`config.mk`:
```
export PLATFORM = sky130hd
export DESIGN_NAME = mantissa_addsub_pipe
export DESIGN_NICKNAME = d
export VERILOG_FILES = /design/src/rtl/mantissa_addsub_pipe.sv
export SDC_FILE = /design/constraint.sdc
export NUM_CORES = 1
export LEC_CHECK = 0
export ABC_AREA = 1
export ABC_CLOCK_PERIOD_IN_PS = 3200
export CAP_MARGIN = 20
export CORE_MARGIN = 2
export CORE_UTILIZATION = 35
export DETAILED_ROUTE_END_ITERATION = 8
export PLACE_DENSITY_LB_ADDON = 0.3
export REMOVE_ABC_BUFFERS = 1
export SYNTH_ARGS = -nofsm -noshare
export SYNTH_HDL_FRONTEND = slang
export SYNTH_SLANG_ARGS = --single-unit
```
`constraint.sdc`:
```
create_clock -name clk -period 3.2 [get_ports clk]
set_clock_uncertainty 0.2 [all_clocks]
set_input_delay 0.64 -clock clk [delete_from_list [all_inputs] [get_ports clk]]
set_output_delay 0.64 -clock clk [all_outputs]
set_load 0.005 [all_outputs]
```
`src/rtl/mantissa_addsub_pipe.sv`:
```
// Two-stage sign-magnitude mantissa adder/subtractor with valid/ready handshake.
// Stage 1 orders the operands by magnitude; stage 2 adds/subtracts and counts leading zeros.
module mantissa_addsub_pipe #(
  parameter  int MANTISSA_WIDTH = 23,
  parameter  int TAG_WIDTH      = 4,
  localparam int W              = MANTISSA_WIDTH + 4,
  localparam int LZW            = $clog2(W + 1)
) (
  input  logic                 clk,
  input  logic                 rst_n,
  input  logic                 flush,
  input  logic                 in_valid,
  output logic                 in_ready,
  input  logic [W-1:0]         man_a,
  input  logic [W-1:0]         man_b,
  input  logic                 sign_a,
  input  logic                 sign_b,
  input  logic                 sub_op,
  input  logic [TAG_WIDTH-1:0] in_tag,
  output logic                 out_valid,
  input  logic                 out_ready,
  output logic [W-1:0]         mag,
  output logic                 carry_out,
  output logic                 sign_r,
  output logic                 zero,
  output logic [LZW-1:0]       lzc,
  output logic [TAG_WIDTH-1:0] out_tag
);

  logic s1_valid_q, s2_valid_q;
  logic s1_adv, s2_adv;

  assign s2_adv    = !s2_valid_q || out_ready;
  assign s1_adv    = !s1_valid_q || s2_adv;
  assign in_ready  = s1_adv;
  assign out_valid = s2_valid_q;

  always_ff @(posedge clk or negedge rst_n) begin
    if (!rst_n) begin
      s1_valid_q <= 1'b0;
      s2_valid_q <= 1'b0;
    end else if (flush) begin
      s1_valid_q <= 1'b0;
      s2_valid_q <= 1'b0;
    end else begin
      if (s2_adv) s2_valid_q <= s1_valid_q;
      if (s1_adv) s1_valid_q <= in_valid;
    end
  end

  // Stage 1: order operands so stage 2 never subtracts into a negative value.
  logic           a_ge_b_d;
  logic [W-1:0]   big_d, small_d;
  logic [W-1:0]   big_q, small_q;
  logic           a_ge_b_q, eff_sub_q, sign_a_q, sign_b_q, sub_op_q;
  logic [TAG_WIDTH-1:0] tag1_q;

  assign a_ge_b_d = (man_a >= man_b);
  assign big_d    = a_ge_b_d ? man_a : man_b;
  assign small_d  = a_ge_b_d ? man_b : man_a;

  always_ff @(posedge clk or negedge rst_n) begin
    if (!rst_n) begin
      big_q     <= '0;
      small_q   <= '0;
      a_ge_b_q  <= 1'b0;
      eff_sub_q <= 1'b0;
      sign_a_q  <= 1'b0;
      sign_b_q  <= 1'b0;
      sub_op_q  <= 1'b0;
      tag1_q    <= '0;
    end else if (s1_adv && in_valid) begin
      big_q     <= big_d;
      small_q   <= small_d;
      a_ge_b_q  <= a_ge_b_d;
      eff_sub_q <= sub_op ^ sign_a ^ sign_b;
      sign_a_q  <= sign_a;
      sign_b_q  <= sign_b;
      sub_op_q  <= sub_op;
      tag1_q    <= in_tag;
    end
  end

  // Stage 2: magnitude arithmetic, sign resolution and leading-zero count.
  logic [W:0]     res_d;
  logic [W-1:0]   mag_d;
  logic           sign_d, zero_d;
  logic [LZW-1:0] lzc_d;

  always_comb begin
    res_d = eff_sub_q ? {1'b0, big_q - small_q} : ({1'b0, big_q} + {1'b0, small_q});
    mag_d = res_d[W-1:0];
    zero_d = (mag_d == '0);
    // Exact cancellation yields +0; an effective add keeps A's sign even for -0 + -0.
    if (!eff_sub_q)     sign_d = sign_a_q;
    else if (zero_d)    sign_d = 1'b0;
    else if (a_ge_b_q)  sign_d = sign_a_q;
    else                sign_d = sign_b_q ^ sub_op_q;
    lzc_d = LZW'(W);
    for (int i = 0; i < W; i++)
      if (mag_d[i]) lzc_d = LZW'(W - 1 - i);
  end

  logic [W-1:0]         mag_q;
  logic                 carry_q, sign_q, zero_q;
  logic [LZW-1:0]       lzc_q;
  logic [TAG_WIDTH-1:0] tag2_q;

  always_ff @(posedge clk or negedge rst_n) begin
    if (!rst_n) begin
      mag_q   <= '0;
      carry_q <= 1'b0;
      sign_q  <= 1'b0;
      zero_q  <= 1'b0;
      lzc_q   <= '0;
      tag2_q  <= '0;
    end else if (s2_adv && s1_valid_q) begin
      mag_q   <= mag_d;
      carry_q <= res_d[W];
      sign_q  <= sign_d;
      zero_q  <= zero_d;
      lzc_q   <= lzc_d;
      tag2_q  <= tag1_q;
    end
  end

  assign mag       = mag_q;
  assign carry_out = carry_q;
  assign sign_r    = sign_q;
  assign zero      = zero_q;
  assign lzc       = lzc_q;
  assign out_tag   = tag2_q;

endmodule

```
# Yosys cells after proc, flatten, opt, wreduce, memory -nomap -nowiden
# Cells that the tools add are included.
# classes
add_sub_neg	2
magnitude_cmp	1
muxes	37
bitwise_logic	3
n_reduce_logical	9
# op_table
cell	count
5-bit 2-to-1 mux	26
27-bit 2-to-1 mux	2
27-bit by 27-bit adder with 28-bit output	1
28-bit 2-to-1 mux	1
27-bit greater-or-equal comparator	1
27-bit logical NOT	1
27-bit subtractor	1
1-bit 2-to-1 mux	8
2-bit nonzero test	2
1-bit XOR	3
1-bit logical AND	2
1-bit logical NOT	2
1-bit logical OR	2
# totals
ff_bits	104
elab_cells	68

# Longest topological paths before layout
# depth
depth_word	29
mapped_depth	35

# Least setup slack after synthesis
# No wires, ideal clock.
# synth_timing
path_type	register to register
start	reg big_q[0]
end	reg sign_q, in the netlist sign_r
setup_time_ns	0.118
arrival_time_ns	2.653
t_required_ns	2.882
slack_ns	0.228
path_stages_with_launch	28
path_buffers	0
path_cell_list	dfrtp_1 -> inv_1 -> ha_1 -> fa_1 -> nor2_2 -> nor2_1 -> o21ai_2 -> nand2_2 -> o21ai_2 -> nand2_2 -> nand2_1 -> nand2_1 -> nand2_2 -> inv_2 -> o21bai_4 -> nand2_1 -> nand2_1 -> nand2_1 -> nand2_1 -> nand2_1 -> nand2_1 -> nand2_1 -> nand2_2 -> nand2_4 -> nor2_4 -> nand3_2 -> nand4_1 -> nand2_1
# synth_between
elab_chain_len	5
word_cells_on_any_way	6
cone_classes	2 x add/sub; 3 x mux; 1 x reduce/logical
# synth_rtl
item	line	rtl
start: declaration	54	logic [W-1:0] big_q, small_q;
start signal: assignment	73	big_q <= big_d;
27-bit by 27-bit adder with 28-bit output / 27-bit subtractor (equally long branches)	91	res_d = eff_sub_q ? {1'b0, big_q - small_q} : ({1'b0, big_q} + {1'b0, small_q});
28-bit 2-to-1 mux (*)	91	
27-bit logical NOT (*)	93	zero_d = (mag_d == '0);
1-bit 2-to-1 mux (*)	96	else if (zero_d) sign_d = 1'b0;
1-bit 2-to-1 mux (*)	95	if (!eff_sub_q) sign_d = sign_a_q;
end signal: assignment	120	sign_q <= sign_d;
end: declaration	105	logic carry_q, sign_q, zero_q;
# Mark *: on every way between the ends. The rest lies on a longest branch, timed or not.
# A chain may end at the register's enable or synchronous reset.

# Final worst setup path
# layout_timing
start	reg small_q[0]
end	reg lzc_q[1], in the netlist lzc[1]
# layout_between
elab_chain_len	28
word_cells_on_any_way	29
cone_classes	2 x add/sub; 27 x mux
# layout_rtl
item	line	rtl
start: declaration	54	
start signal: assignment	74	small_q <= small_d;
27-bit by 27-bit adder with 28-bit output / 27-bit subtractor (equally long branches)	91	
28-bit 2-to-1 mux (*)	91	
5-bit 2-to-1 mux (25 in a row)	101	if (mag_d[i]) lzc_d = LZW'(W - 1 - i);
5-bit 2-to-1 mux (*)	101	
end signal: assignment	122	lzc_q <= lzc_d;
end: declaration	106	logic [LZW-1:0] lzc_q;
# Marks and branches as above.

==> flow_metrics.env <==
export IMPL_synthMostInstantiatedCell="nand2_1"
export IMPL_hold_viol=0
export IMPL_max_cap_violations=0
export IMPL_worst_slack_ps=-79.3
export IMPL_worst_setup_path_type="reg -> reg"
export IMPL_placed_cells=1714
export IMPL_yosysUniqueCellTypes=53
export IMPL_seqPwrFrac_pct=26.1
export IMPL_routed_wl_um=24200
export IMPL_die_w_um=158
export IMPL_dp_slack_ps=-412
export IMPL_synth_edff_count=0
export IMPL_ant_nets=0
export IMPL_fmax_mhz=305
export IMPL_ys_seq_elements=104
export IMPL_hold_path_depth=2
export IMPL_viasPerCell=4.84
export IMPL_p_switching_mw=2.86
export IMPL_start_util_pct=35.6
export IMPL_combPwrFrac_pct=57.7
export IMPL_ys_async_sr_fraction_pct=100
export IMPL_min_from="mag[2]"
export IMPL_rsz0062_at_grt="yes"
export IMPL_drc_errors=0
export IMPL_finalNonFillerCells=1748
export IMPL_syn2layout_area_growth_pct=38.1
export IMPL_core_um2=23400
export IMPL_power_density_nw_per_um2=592
export IMPL_worst_pin_slew_ps=558
export IMPL_netlist_area_um2=8340
export IMPL_critical_path_required_ps=3250
export IMPL_antennaDiodeCount=0
export IMPL_status="finished, violations left"
export IMPL_r2r_slack_ps=-80
export IMPL_critPathMaxStageDelay_ps=410
export IMPL_hold_end="mag[2]"
export IMPL_htreeDepth=3
export IMPL_crit_fanout=5
export IMPL_synth_common_cells="289 x nand2_1, 158 x o21ai_0, 131 x inv_1"
export IMPL_finalCritPeriodShare_pct=102
export IMPL_cts_buffer_depth=2
export IMPL_cts_sinks=104
export IMPL_synth_top_area_share_pct=31.2
export IMPL_power_frac_clock_pct=16.2
export IMPL_antenna_found_initial=0
export IMPL_die_h_um=158
export IMPL_grt_pass1_wl_um=38600
export IMPL_relSlewSlack_pct=62.5
export IMPL_p_leak_nw=5.70
export IMPL_setup_viol=6
export IMPL_post_synth_top_area_cell="dfrtp_1"
export IMPL_violations="setup timing"
export IMPL_ys_flop_type="dfrtp_1"
export IMPL_ys_top_cells_by_area="dfrtp_1 31%, nand2_1 13%, ha_1 12%, o21ai_0 9.5%, inv_1 5.9%"
export IMPL_worst_r2r_cell_count=21
export IMPL_dieArea_um2=25100
export IMPL_syn_inst=1185
export IMPL_num_rows=56
export IMPL_start_kind="flip-flop"
export IMPL_critPathSlowestCell="dfrtp_1"
export IMPL_final_nets=1573
export IMPL_dp_final_hpwl_um=18500
export IMPL_clkLatencyLatePin_ps=350
export IMPL_critPathArrivalTime_ps=3320
export IMPL_root_buffer="clkbuf_16"
export IMPL_cts_tree="done"
export IMPL_hold_path_class="reg -> reg"
export IMPL_seq_area_frac_synth_pct=31.2
export IMPL_avgRoutedWirePerCell_um=13.8
export IMPL_grt_overflow=0
export IMPL_drive_above_1_share_pct=19.5
export IMPL_drtIter0Drc=602
export IMPL_gp_congestion=0.902
export IMPL_ys_warn_count=0
export IMPL_finalMaxSlewViolations=0
export IMPL_first_global_vias=8040
export IMPL_drt_pass1_iter_count=5
export IMPL_r2r_end="lzc[1]"
export IMPL_track_usage_pct=19.1
export IMPL_layout_min_cycle_time_ps=3280
export IMPL_syn_avg_cell_area_um2=7.04
export IMPL_numCtsBuffers=9
export IMPL_critical_path_startpoint="small_q[0]"
export IMPL_peakVddDrop_uv=279
export IMPL_io_pins=107
export IMPL_netSwitchingFraction_pct=42.0
export IMPL_endpoint_kind="flip-flop"
export IMPL_clk_pin_slew_worst_paths_ps=80
export IMPL_intPower_mw=3.96
export IMPL_portBuffers=106
export IMPL_r2r_start="small_q[0]"
export IMPL_crit_path_cell_trace="ha_2, fa_2, nor2_4, nor2_2, o21ai_2, nand2_2, o21ai_4, nand2_2, nand2_1, nand2_1, nand2_2, inv_2, o21bai_4, buf_4, o21ai_1, xor2_2, buf_4, a31oi_1, o21bai_1, nand3_1, nand2_1"
export IMPL_grt_start_max_net_pins=57
export IMPL_num_vias=8460
worst max-delay path, delay by kind of cell (launching register included):
family	cells	cell delay, ps
AO/OA/AOI/OAI	6	750
flip-flops	1	410
buffers and inverters	3	360
XOR/XNOR	1	180
adder cells (fa/ha/maj)	2	550
AND/OR/NAND/NOR	9	710
metrics by stage:
step	hold WS, ps	power [mW]	TNS (ps)	cell area (um2)	util (%)
4_1_cts	292	6.66	-64.2	11200	47.7
5_1_grt	308	7.43	-2630	11500	49.2
6_report	286	6.82	-275	11500	49.2
3_5_place_dp	273	5.50	-18180	10800	46.1
3_3_place_gp	262	5.45	-17290	10800	46.1
2_1_floorplan	144	3.84	-54310	8110	-
state kept, by name, indices dropped and copies added, names as in the netlist:
signal,count
carry_out,1
lzc,5
mag,27
out_tag,4
sub_op_q,1
sign_b_q,1
tag1_q,4
a_ge_b_q,1
sign_a_q,1
s1_valid_q,1
out_valid,1
small_q,27
zero,1
sign_r,1
big_q,27
eff_sub_q,1
placed cells by master, fill, tap and decap left out, types with 3 or more instances in the layout:
master	instances
xor2_1	10
nand4_1	18
clkbuf_16	12
ha_2	5
xor2_2	7
nand2_1	278
nor3_1	5
dlymetal6s2s_1	4
inv_2	13
clkdlybuf4s50_1	101
a21oi_1	89
a21oi_2	9
o21a_1	3
nand2_2	23
nor2_2	5
nand3_1	42
o21ai_0	140
o21ai_2	5
buf_6	5
dfrtp_1	104
ha_1	71
ha_4	5
inv_1	128
buf_4	157
inv_8	3
a21o_1	4
o211ai_1	5
nor2_1	86
xnor2_1	3
nor4_1	7
buf_12	6
o21ai_1	32
repair_timing:
action                     in CTS  in global routing
setup buffers                   2                 10
gates cloned                    0                  5
hold buffers                    1                  0
pin swaps                       7                 23
hold endpoints to repair       16                  0
setup endpoints to repair      12                 62
resized for setup              15                 57
per-layer routing:
layer / up-vias / share of wire (%) / track usage [%]
li1: 4390 / - / -
met3: 25 / 4.0 / 2.31
met2: 193 / 45 / 30.6
met5: - / 0 / 0
met1: 3852 / 50 / 27.5
met4: 0 / 1.3 / 4.29
power groups by stage:
stage | Combinational, mW | Clock, mW | Sequential (mW)
floorplan | 2.04 | 0 | 1.80
finish | 3.93 | 1.11 | 1.78
global route | 4.41 | 1.19 | 1.83
global placement | 3.65 | 0 | 1.80
CTS | 3.75 | 1.13 | 1.78
detailed placement | 3.69 | 0 | 1.81
logic make-up (layout without fill, tap and decap cells):
family / count (synthesis) / after routing / share of synthesized area [%]
compound gates: 310 / 310 / 20.4
xor+xnor: 20 / 20 / 2.64
fa+ha+maj: 83 / 83 / 12.6
buf+inv: 190 / 434 / 9.06
flops: 104 / 104 / 31.2
simple gates: 478 / 478 / 24.0
layout make-up:
class                   count  area [um2]
well taps                 319         399
multi-input cells         891        5200
clock inverters             7        67.6
repair buffers            277        2500
flip-flops and latches    104        2600
clock buffers               9         225
inverters                 141         529
fillers                  2362       11900
worst max-delay path by stage:
stage,to,cells past startpoint
6_report,lzc[1],21
5_1_grt,sign_r,14
4_1_cts,lzc[4],25
3_5_place_dp,small_q[23],12
3_3_place_gp,small_q[23],12
2_1_floorplan,big_q[1],16
No activity file was read; power rests on OpenSTA's default activity.
